### src/rtl/csidh_result_tx.sv
// Serialises the CSIDH core result A_out into word_size-bit words, least-significant word first, with valid/ready handshaking.
// Optional macro CSIDH_RESULT_RANGE_CHECK_EN also flags A_out >= p as invalid in the frame status.
module csidh_result_tx #(
   parameter int N = 512,
   parameter int word_size = 32,
   parameter logic [N-1:0] p = 512'h65B48E8F740F89BFFC8AB0D15E3E4C4AB42D083AEDC88C425AFBFCC69322C9CDA7AAC6C567F35507516730CC1F0B4F25C2721BF457ACA8351B81B90533C6C87B
) (
   input  logic                 clk,
   input  logic                 rst,
   input  logic                 done,
   input  logic [N-1:0]         A_out,
   input  logic                 invalid,
   output logic [word_size-1:0] out_data,
   output logic                 out_valid,
   input  logic                 out_ready,
   output logic                 out_last,
   output logic                 out_invalid,
   output logic                 busy,
   output logic                 overrun
);

   localparam int WORDS = N / word_size;
   localparam int CW    = (WORDS > 1) ? $clog2(WORDS) : 1;

   // An even or non-divisible configuration is a setup error, caught at elaboration.
   if ((N % word_size) != 0) begin : gBadRatio
      $error("csidh_result_tx: N must be a multiple of word_size");
   end
   if (p[0] == 1'b0) begin : gBadModulus
      $error("csidh_result_tx: modulus p must be odd");
   end

   typedef enum logic {IDLE, SEND} state_t;

   state_t         state_q;
   logic [N-1:0]   shiftReg_q;
   logic [CW-1:0]  count_q;
   logic           doneDelay_q;
   logic           status_q;
   logic           last_q;
   logic           overrun_q;
   logic           status_d;
   logic           capture;

   assign capture = done & ~doneDelay_q;

`ifdef CSIDH_RESULT_RANGE_CHECK_EN
   assign status_d = invalid | (A_out >= p);
`else
   assign status_d = invalid;
`endif

   // The shift register drains to zero as words leave, so its low word doubles as the idle-zero output.
   always_ff @(posedge clk) begin
      if (rst) begin
         state_q     <= IDLE;
         shiftReg_q  <= '0;
         count_q     <= '0;
         doneDelay_q <= 1'b0;
         status_q    <= 1'b0;
         last_q      <= 1'b0;
         overrun_q   <= 1'b0;
      end else begin
         doneDelay_q <= done;
         case (state_q)
            IDLE: begin
               if (capture) begin
                  shiftReg_q <= A_out;
                  status_q   <= status_d;
                  count_q    <= '0;
                  last_q     <= (WORDS == 1);
                  state_q    <= SEND;
               end
            end
            SEND: begin
               if (capture) begin
                  overrun_q <= 1'b1;
               end
               if (out_ready) begin
                  shiftReg_q <= shiftReg_q >> word_size;
                  count_q    <= count_q + CW'(1);
                  if (last_q) begin
                     state_q  <= IDLE;
                     last_q   <= 1'b0;
                     status_q <= 1'b0;
                  end else begin
                     last_q <= (int'(count_q) + 2 == WORDS);
                  end
               end
            end
            default: state_q <= IDLE;
         endcase
      end
   end

   assign out_valid   = (state_q == SEND);
   assign busy        = (state_q == SEND);
   assign out_data    = shiftReg_q[word_size-1:0];
   assign out_last    = last_q;
   assign out_invalid = status_q;
   assign overrun     = overrun_q;

endmodule

### config.mk
export PLATFORM = sky130hd
export DESIGN_NAME = csidh_result_tx
export DESIGN_NICKNAME = d
export VERILOG_FILES = /design/src/rtl/csidh_result_tx.sv
export SDC_FILE = /design/constraint.sdc
export NUM_CORES = 1
export LEC_CHECK = 0
export CAP_MARGIN = 30
export CELL_PAD_IN_SITES_DETAIL_PLACEMENT = 1
export CELL_PAD_IN_SITES_GLOBAL_PLACEMENT = 2
export CORE_MARGIN = 4
export CORE_UTILIZATION = 31
export DETAILED_ROUTE_END_ITERATION = 10
export GPL_TIMING_DRIVEN = 0
export PLACE_DENSITY_LB_ADDON = 0.1
export SLEW_MARGIN = 25
export SYNTH_ARGS = -nofsm -noshare
export SYNTH_HDL_FRONTEND = slang
export SYNTH_SLANG_ARGS = --single-unit
### constraint.sdc
create_clock -name clk -period 2.5 [get_ports clk]
set_input_delay 0.25 -clock clk [delete_from_list [all_inputs] [get_ports clk]]
set_output_delay 0.25 -clock clk [all_outputs]
set_load 0.02 [all_outputs]
# Word-level counts from Yosys, hierarchy flattened
# Index checks and enable logic that the tools add are counted.
# W data, S select, Z words.
classes:
  add_sub_neg: 2
  eq_ne: 4
  muxes: 18
  bitwise: 3
  reduce_logical: 3
op_table:
  columns: ["operator", "count"]
  rows:
  - ["$mux W512", 2]
  - ["$pmux W512 S2", 1]
  - ["$mux W1", 9]
  - ["$mux W4", 2]
  - ["$pmux W4 S2", 1]
  - ["$pmux W1 S2", 3]
  - ["$add A4 B2 Y5 const B", 1]
  - ["$eq A5 B5 Y1 const B", 1]
  - ["$add A4 B1 Y4 const B", 1]
  - ["$ne A2 B2 Y1 const B", 2]
  - ["$reduce_and A2 Y1", 2]
  - ["$reduce_and A3 Y1", 1]
  - ["$ne A2 B1 Y1 const B", 1]
  - ["$not A1 Y1", 2]
  - ["$and A1 B1 Y1", 1]
word_totals:
  register_bits: 521
  word_cells: 37

# Logic depth before layout (Yosys ltp)
# Gate-level depths: netlist of run 1.
logic_depth:
  depth_word: 5
  mapped_depth: 9
  depth_no_buf: 5

# Least setup slack after synthesis of run 1
# OpenSTA, ideal clock, no wires.
synth_timing:
  path_kind: "flip-flop to flip-flop"
  from: "register state_q, in the netlist busy"
  to: "register shiftReg_q[386]"
  setup_time_ns: 0.146
  arrival_time_ns: 1.723
  path_slack_ns: 0.631
  path_stages_with_launch: 10
  n_path_buf: 6
  synth_period_minus_slack_ns: 1.869
  cell_sequence: "dfxtp_1 -> buf_2 -> and2_1 -> buf_2 -> or2_1 -> clkbuf_1 -> buf_2 -> buf_6 -> buf_6 -> a211oi_2"
synth_via:
  elab_chain_len: 3
  elab_cells_between_ends: 5
  classes_between: "2 x eq/ne; 1 x mux; 1 x bitwise; 1 x reduce/logical"
synth_lines:
  columns: ["element", "line", "rtl"]
  rows:
  - ["from (decl)", "35", "state_t state_q;"]
  - ["from (signal assigned)", "56", "state_q <= IDLE;"]
  - ["from (signal assigned)", "72", "state_q <= SEND;"]
  - ["from (signal assigned)", "83", "state_q <= IDLE;"]
  - ["$not A1 Y1", null, null]
  - ["$ne A2 B2 Y1 (no line)", null, null]
  - ["$reduce_and A2 Y1 (no line)", null, null]
  - ["to (signal assigned)", "68", "shiftReg_q <= A_out;"]
  - ["to (signal assigned)", "80", "shiftReg_q <= shiftReg_q >> word_size;"]
  - ["to (decl)", "36", "logic [N-1:0] shiftReg_q;"]
# Several ways; a longest one is shown, not always the timed one.
# A chain may end at the register's enable or synchronous reset.

# Worst setup path after layout of run 1
layout_timing:
  from: "register state_q, in the netlist busy"
  to: "register shiftReg_q[218]"
# The elaborated chain is that of the path after synthesis.

==> results.cfg, run 1 <==
[status]
status = finished clean

[route]
antenna_left = 0
wl_um = 100000
wl_per_cell_um = 25.1
viasPerCell = 5.30
vias = 21200
drc = 0
drtIter0Drc = 953
dr.pass1.iters = 5

[sta]
period_needed_ns = 2.34
fin_crit_sh = 0.935
max_freq_mhz = 428
fin_setup_tns_ns = 0
postLayoutSetupSlackWorst_ns = 0.163
slew_violations = 0
setup_viol = 0
fin_skew_ns = 0.0231
final_hold_viol_count = 0
worst_slew_pin_slew_ns = 0.865
slew_headroom = 0.423
rsz0062_at_grt = true

[logic_synthesis]
yosysTopAreaCell = dfxtp_1
synth-edff-count = 0
syn-cell-area_mm2 = 0.0236
ys_warn_count = 0
async_reset_ff_frac = 0
synth_top_cell_area_share = 0.441
synthTopCellsByArea = dfxtp_1 (44%), mux2i_1 (20%), a211oi_1 (12%), nor3_1 (10%), a211oi_2 (4.8%)
synth_cells = 2339
synth_seq_cells = 521
synth.distinct_cells = 32
synth_fp_nets = 2859
synth.avg_cell_area_um2 = 10.1
synth_seq_area_share = 0.441
ys.flop_type = dfxtp_1

[final_layout]
final_common_cell = clkdlybuf4s50_1
fin_nets = 3471
final_cell_mix = clkdlybuf4s50_1 (552), dfxtp_1 (521), nor3_1 (481)
area_growth_pct = 37.3
fill_cells = 8290
drive_gt1_frac = 0.110

[global_routing]
grt_pass1_vias = 23300
antenna_found_initial = 46
track_usage = 0.236
grt_pass1_wl_um = 146000
overflow = 0
grt_start_max_net_pins = 15

[die]
die_w_um = 284
coreArea_mm2 = 0.0749
fp.dieH_um = 284
row_count = 100
pin_count = 554
initial_core_util = 0.315
die_area_mm2 = 0.0807

[cts]
hold_buffers = 0
clk_pin_slew_ns = 0.06
numCtsBuffers = 59
clock_sinks = 521
cts.root.buffer_cell = clkbuf_16
tritoncts = done
clockBufferDepth = 3
cts_setup_buffers = 0
worst_skew_pair.late_latency_ns = 0.62
h-tree-depth = 2

[power]
powerDensity_mw_per_mm2 = 723
ir_drop_v = 0.000515
total_power_mw = 23.5
p_leak_nw = 11.4

[setup_path]
arrival_ns = 2.80
critical_path_class = register to register
endpoint_kind = register
crit_required_ns = 2.97
cp-start-kind = register
crit_fanout = 10

[min_path]
hold_class = primary input to register

[placement]
dp_slack_ns = -0.552
dpl.hpwl_um = 79300
place_congestion = 0.841
portBuffers = 552

[run]
drv_cap = 0
layer usage:
layer	GRT usage	part of all wire	up-vias
li1	-	-	10200
met1	0.291	0.43	10400
met2	0.417	0.50	410
met3	0.0476	0.046	130
met4	0.0683	0.019	24
met5	0	0.0015	-
cells in the mapped netlist, types with 3 or more instances:
master,n
nor2_1,3
buf_6,10
buf_1,12
buf_4,33
nor3_1,481
clkbuf_1,208
ha_1,3
buf_2,48
a22o_1,33
mux2i_1,480
dfxtp_1,521
a211oi_2,90
a211oi_1,390
a21oi_1,4
layout make-up:
type	count	area (um^2)	share of cell area
Multi-Input combinational cell	1505	11800	0.363
Sequential cell	521	10400	0.322
Timing Repair Buffer	552	5530	0.170
Clock buffer	91	1800	0.0555
Buffer	310	1500	0.0463
Tap cell	969	1210	0.0374
Clock inverter	17	113	0.00347
Antenna cell	33	82.6	0.00255
Inverter	2	7.51	0.000231
cell families after synthesis:
group,count (synthesis),synth area share
flip-flops,521,0.441
XOR/XNOR,1,0.000371
multiplexers,480,0.203
AND/OR/NAND/NOR,501,0.107
AO/OA/AOI/OAI,520,0.186
buffers and inverters,313,0.0607
adder cells (fa/ha/maj),3,0.00159
flip-flops by register name, indices dropped and copies added, names as in the netlist:
signal       count
busy             1
count_q          4
doneDelay_q      1
out_invalid      1
out_last         1
overrun          1
shiftReg_q     512
worst paths after layout:
check / to / startpoint / slack (ns) / depth (start not counted)
min reg2reg: shiftReg_q[509]$_SDFFE_PP0P_ / shiftReg_q[509]$_SDFFE_PP0P_ / 0.48 / 1
max: shiftReg_q[218]$_SDFFE_PP0P_ / busy$_SDFF_PP0_ / 0.16 / 5
max reg2reg: shiftReg_q[218]$_SDFFE_PP0P_ / busy$_SDFF_PP0_ / 0.16 / 5
min: out_invalid$_SDFFE_PP0P_ / invalid / 0.19 / 3
report_power, final:
group	internal (mW)	switching (mW)
Sequential	9.21	0.616
Clock	5.01	3.62
Combinational	2.41	2.59
Total	16.6	6.83
stage by stage:
stage / utilization / hold WS, ns / cell area, um^2 / instances
final: 0.433 / 0.188 / 32400 / 4000
after floorplan: - / 0.376 / 23600 / 2339
after detailed placement: 0.405 / 0.468 / 30400 / 3860
after global routing: 0.432 / 0.176 / 32400 / 3990
after CTS: 0.431 / 0.153 / 32300 / 3968
after global placement: 0.405 / 0.460 / 30400 / 3860
worst max-delay path, cell delays in order (launching register included):
cell and delay (ns):
dfxtp_1 0.38, buf_4 0.25, buf_2 0.33, clkbuf_1 0.63, mux2i_1 0.46, a211oi_1 0.14
repair_timing:
| action | CTS | global route |
|---|---|---|
| endpoints found under the setup margin | 491 | 204 |
| pin swaps | 0 | 0 |
| gates resized for setup | 22 | 65 |
(Power assumes the default switching activity.)
==> inputs of run 2 (changes only) <==
--- a/config.mk
+++ b/config.mk
@@ -10,6 +10,7 @@
 export CELL_PAD_IN_SITES_GLOBAL_PLACEMENT = 2
 export CORE_MARGIN = 4
 export CORE_UTILIZATION = 31
+export CTS_BUF_LIST = sky130_fd_sc_hd__clkbuf_8 sky130_fd_sc_hd__clkbuf_16
 export DETAILED_ROUTE_END_ITERATION = 10
 export GPL_TIMING_DRIVEN = 0
 export PLACE_DENSITY_LB_ADDON = 0.1
==> results.cfg, run 2 (same netlist as run 1, synthesis figures left out) <==
[setup_path]
crit_fanout = 10
crit_required_ns = 3.01
critical_path_class = register to register
arrival_ns = 2.84
cp-start-kind = register
endpoint_kind = register

[final_layout]
finalNonFillerCells = 4000
largest_reg_flops = 512
largestRegisters = shiftReg_q x512, count_q x4
final_cell_mix = clkdlybuf4s50_1 (552), dfxtp_1 (521), nor3_1 (481)
area_growth_pct = 37.3
fill_cells = 8290
top_register = shiftReg_q
final_common_cell = clkdlybuf4s50_1
drive_gt1_frac = 0.110
fin_nets = 3471

[route]
wl_met3_um = 4450
dr_wl_met2_um = 50400
wl_um = 100000
wl_met1_um = 43300
vias = 21200
drc = 0
antenna_left = 0
highest_layer = met5
drtIter0Drc = 933
dr.pass1.iters = 5
wl_per_cell_um = 25.1
viasPerCell = 5.29

[power]
total_power_mw = 23.4
ir_drop_v = 0.000514
powerDensity_mw_per_mm2 = 721
p_leak_nw = 11.5

[global_routing]
antenna_found_initial = 46
grt_pass1_vias = 23300
track_usage = 0.236
overflow = 0
grt_start_max_net_pins = 15
grt_pass1_wl_um = 146000

[sta]
fin_skew_ns = 0.0230
fin_crit_sh = 0.932
slew_violations = 0
period_needed_ns = 2.33
slew_headroom = 0.426
max_freq_mhz = 429
setup_viol = 0
final_hold_viol_count = 0
rsz0062_at_grt = true
worst_slew_pin_slew_ns = 0.861

[cts]
cts.root.buffer_cell = clkbuf_16
clockBufferDepth = 3
numCtsBuffers = 59
h-tree-depth = 2
cts_setup_buffers = 0
clock_sinks = 521
clk_pin_slew_ns = 0.06
worst_skew_pair.late_latency_ns = 0.62
tritoncts = done

[placement]
dpl.hpwl_um = 79300
place_congestion = 0.841
portBuffers = 552
post-place-cells = 3860

[die]
row_count = 100
fp.dieH_um = 284
die_w_um = 284
coreArea_mm2 = 0.0749
die_area_mm2 = 0.0807
pin_count = 554
initial_core_util = 0.315

[min_path]
hold_class = primary input to register

[status]
status = finished clean

[run]
drv_cap = 0
run 2: path summary, 6_finish.rpt:
kind,start,endpoint,slack [ns],depth (start not counted)
setup / recovery,busy$_SDFF_PP0_,shiftReg_q[127]$_SDFFE_PP0P_,0.17,7
hold / removal,invalid,out_invalid$_SDFFE_PP0P_,0.19,3
setup reg to reg,busy$_SDFF_PP0_,shiftReg_q[127]$_SDFFE_PP0P_,0.17,7
hold reg to reg,shiftReg_q[509]$_SDFFE_PP0P_,shiftReg_q[509]$_SDFFE_PP0P_,0.48,1
run 2: worst max-delay path, stage by stage, from the launching register on:
cell and delay [ns]:
dfxtp_1 0.33, buf_4 0.21, nor3b_1 0.26, buf_4 0.32
buf_2 0.34, clkbuf_1 0.42, nor3_1 0.10, a211oi_1 0.25
run 2: layer usage:
layer | up-vias | track usage
li1 | 10200 | -
met1 | 10500 | 0.291
met2 | 406 | 0.417
met3 | 131 | 0.0476
met4 | 24 | 0.0683
met5 | - | 0
run 2: cell type report:
| cell class | count | area (um^2) | share of cell area |
|---|---|---|---|
| Antenna cell | 33 | 82.6 | 0.00255 |
| Buffer | 310 | 1500 | 0.0463 |
| Clock buffer | 77 | 1750 | 0.0538 |
| Clock inverter | 31 | 165 | 0.00509 |
| Inverter | 2 | 7.51 | 0.000231 |
| Multi-Input combinational cell | 1505 | 11800 | 0.363 |
| Sequential cell | 521 | 10400 | 0.322 |
| Tap cell | 969 | 1210 | 0.0374 |
| Timing Repair Buffer | 552 | 5530 | 0.170 |
run 2: repair_timing:
action,4_1_cts,5_1_grt
setup endpoints to repair,491,204
gates cloned,0,0
hold buffers,0,0
endpoints found under the hold margin,0,0
resized for setup,22,65
run 2: stage by stage:
step	util	area (um^2)	setup TNS, ns	setup slack, ns	hold slack [ns]
after floorplan	-	23600	0	0.631	0.376
after global placement	0.405	30400	-187.34	-0.493	0.460
after detailed placement	0.405	30400	-208.76	-0.552	0.468
after CTS	0.431	32300	0	0.0356	0.153
after global routing	0.432	32400	-0.0128	-0.00996	0.176
final	0.433	32400	0	0.169	0.188
run 2: power breakdown:
| part | switching [mW] | internal [mW] |
|---|---|---|
| combinational | 2.59 | 2.41 |
| clock | 3.61 | 4.96 |
| sequential | 0.616 | 9.21 |
==> inputs of run 3 (changes only) <==
--- a/config.mk
+++ b/config.mk
@@ -13,6 +13,7 @@
 export CTS_BUF_LIST = sky130_fd_sc_hd__clkbuf_8 sky130_fd_sc_hd__clkbuf_16
 export DETAILED_ROUTE_END_ITERATION = 10
 export GPL_TIMING_DRIVEN = 0
+export HOLD_SLACK_MARGIN = 0.1
 export PLACE_DENSITY_LB_ADDON = 0.1
 export SLEW_MARGIN = 25
 export SYNTH_ARGS = -nofsm -noshare
==> results of run 3 <==
Same layout as run 2: the final DEF is identical, and so are final timing and power.
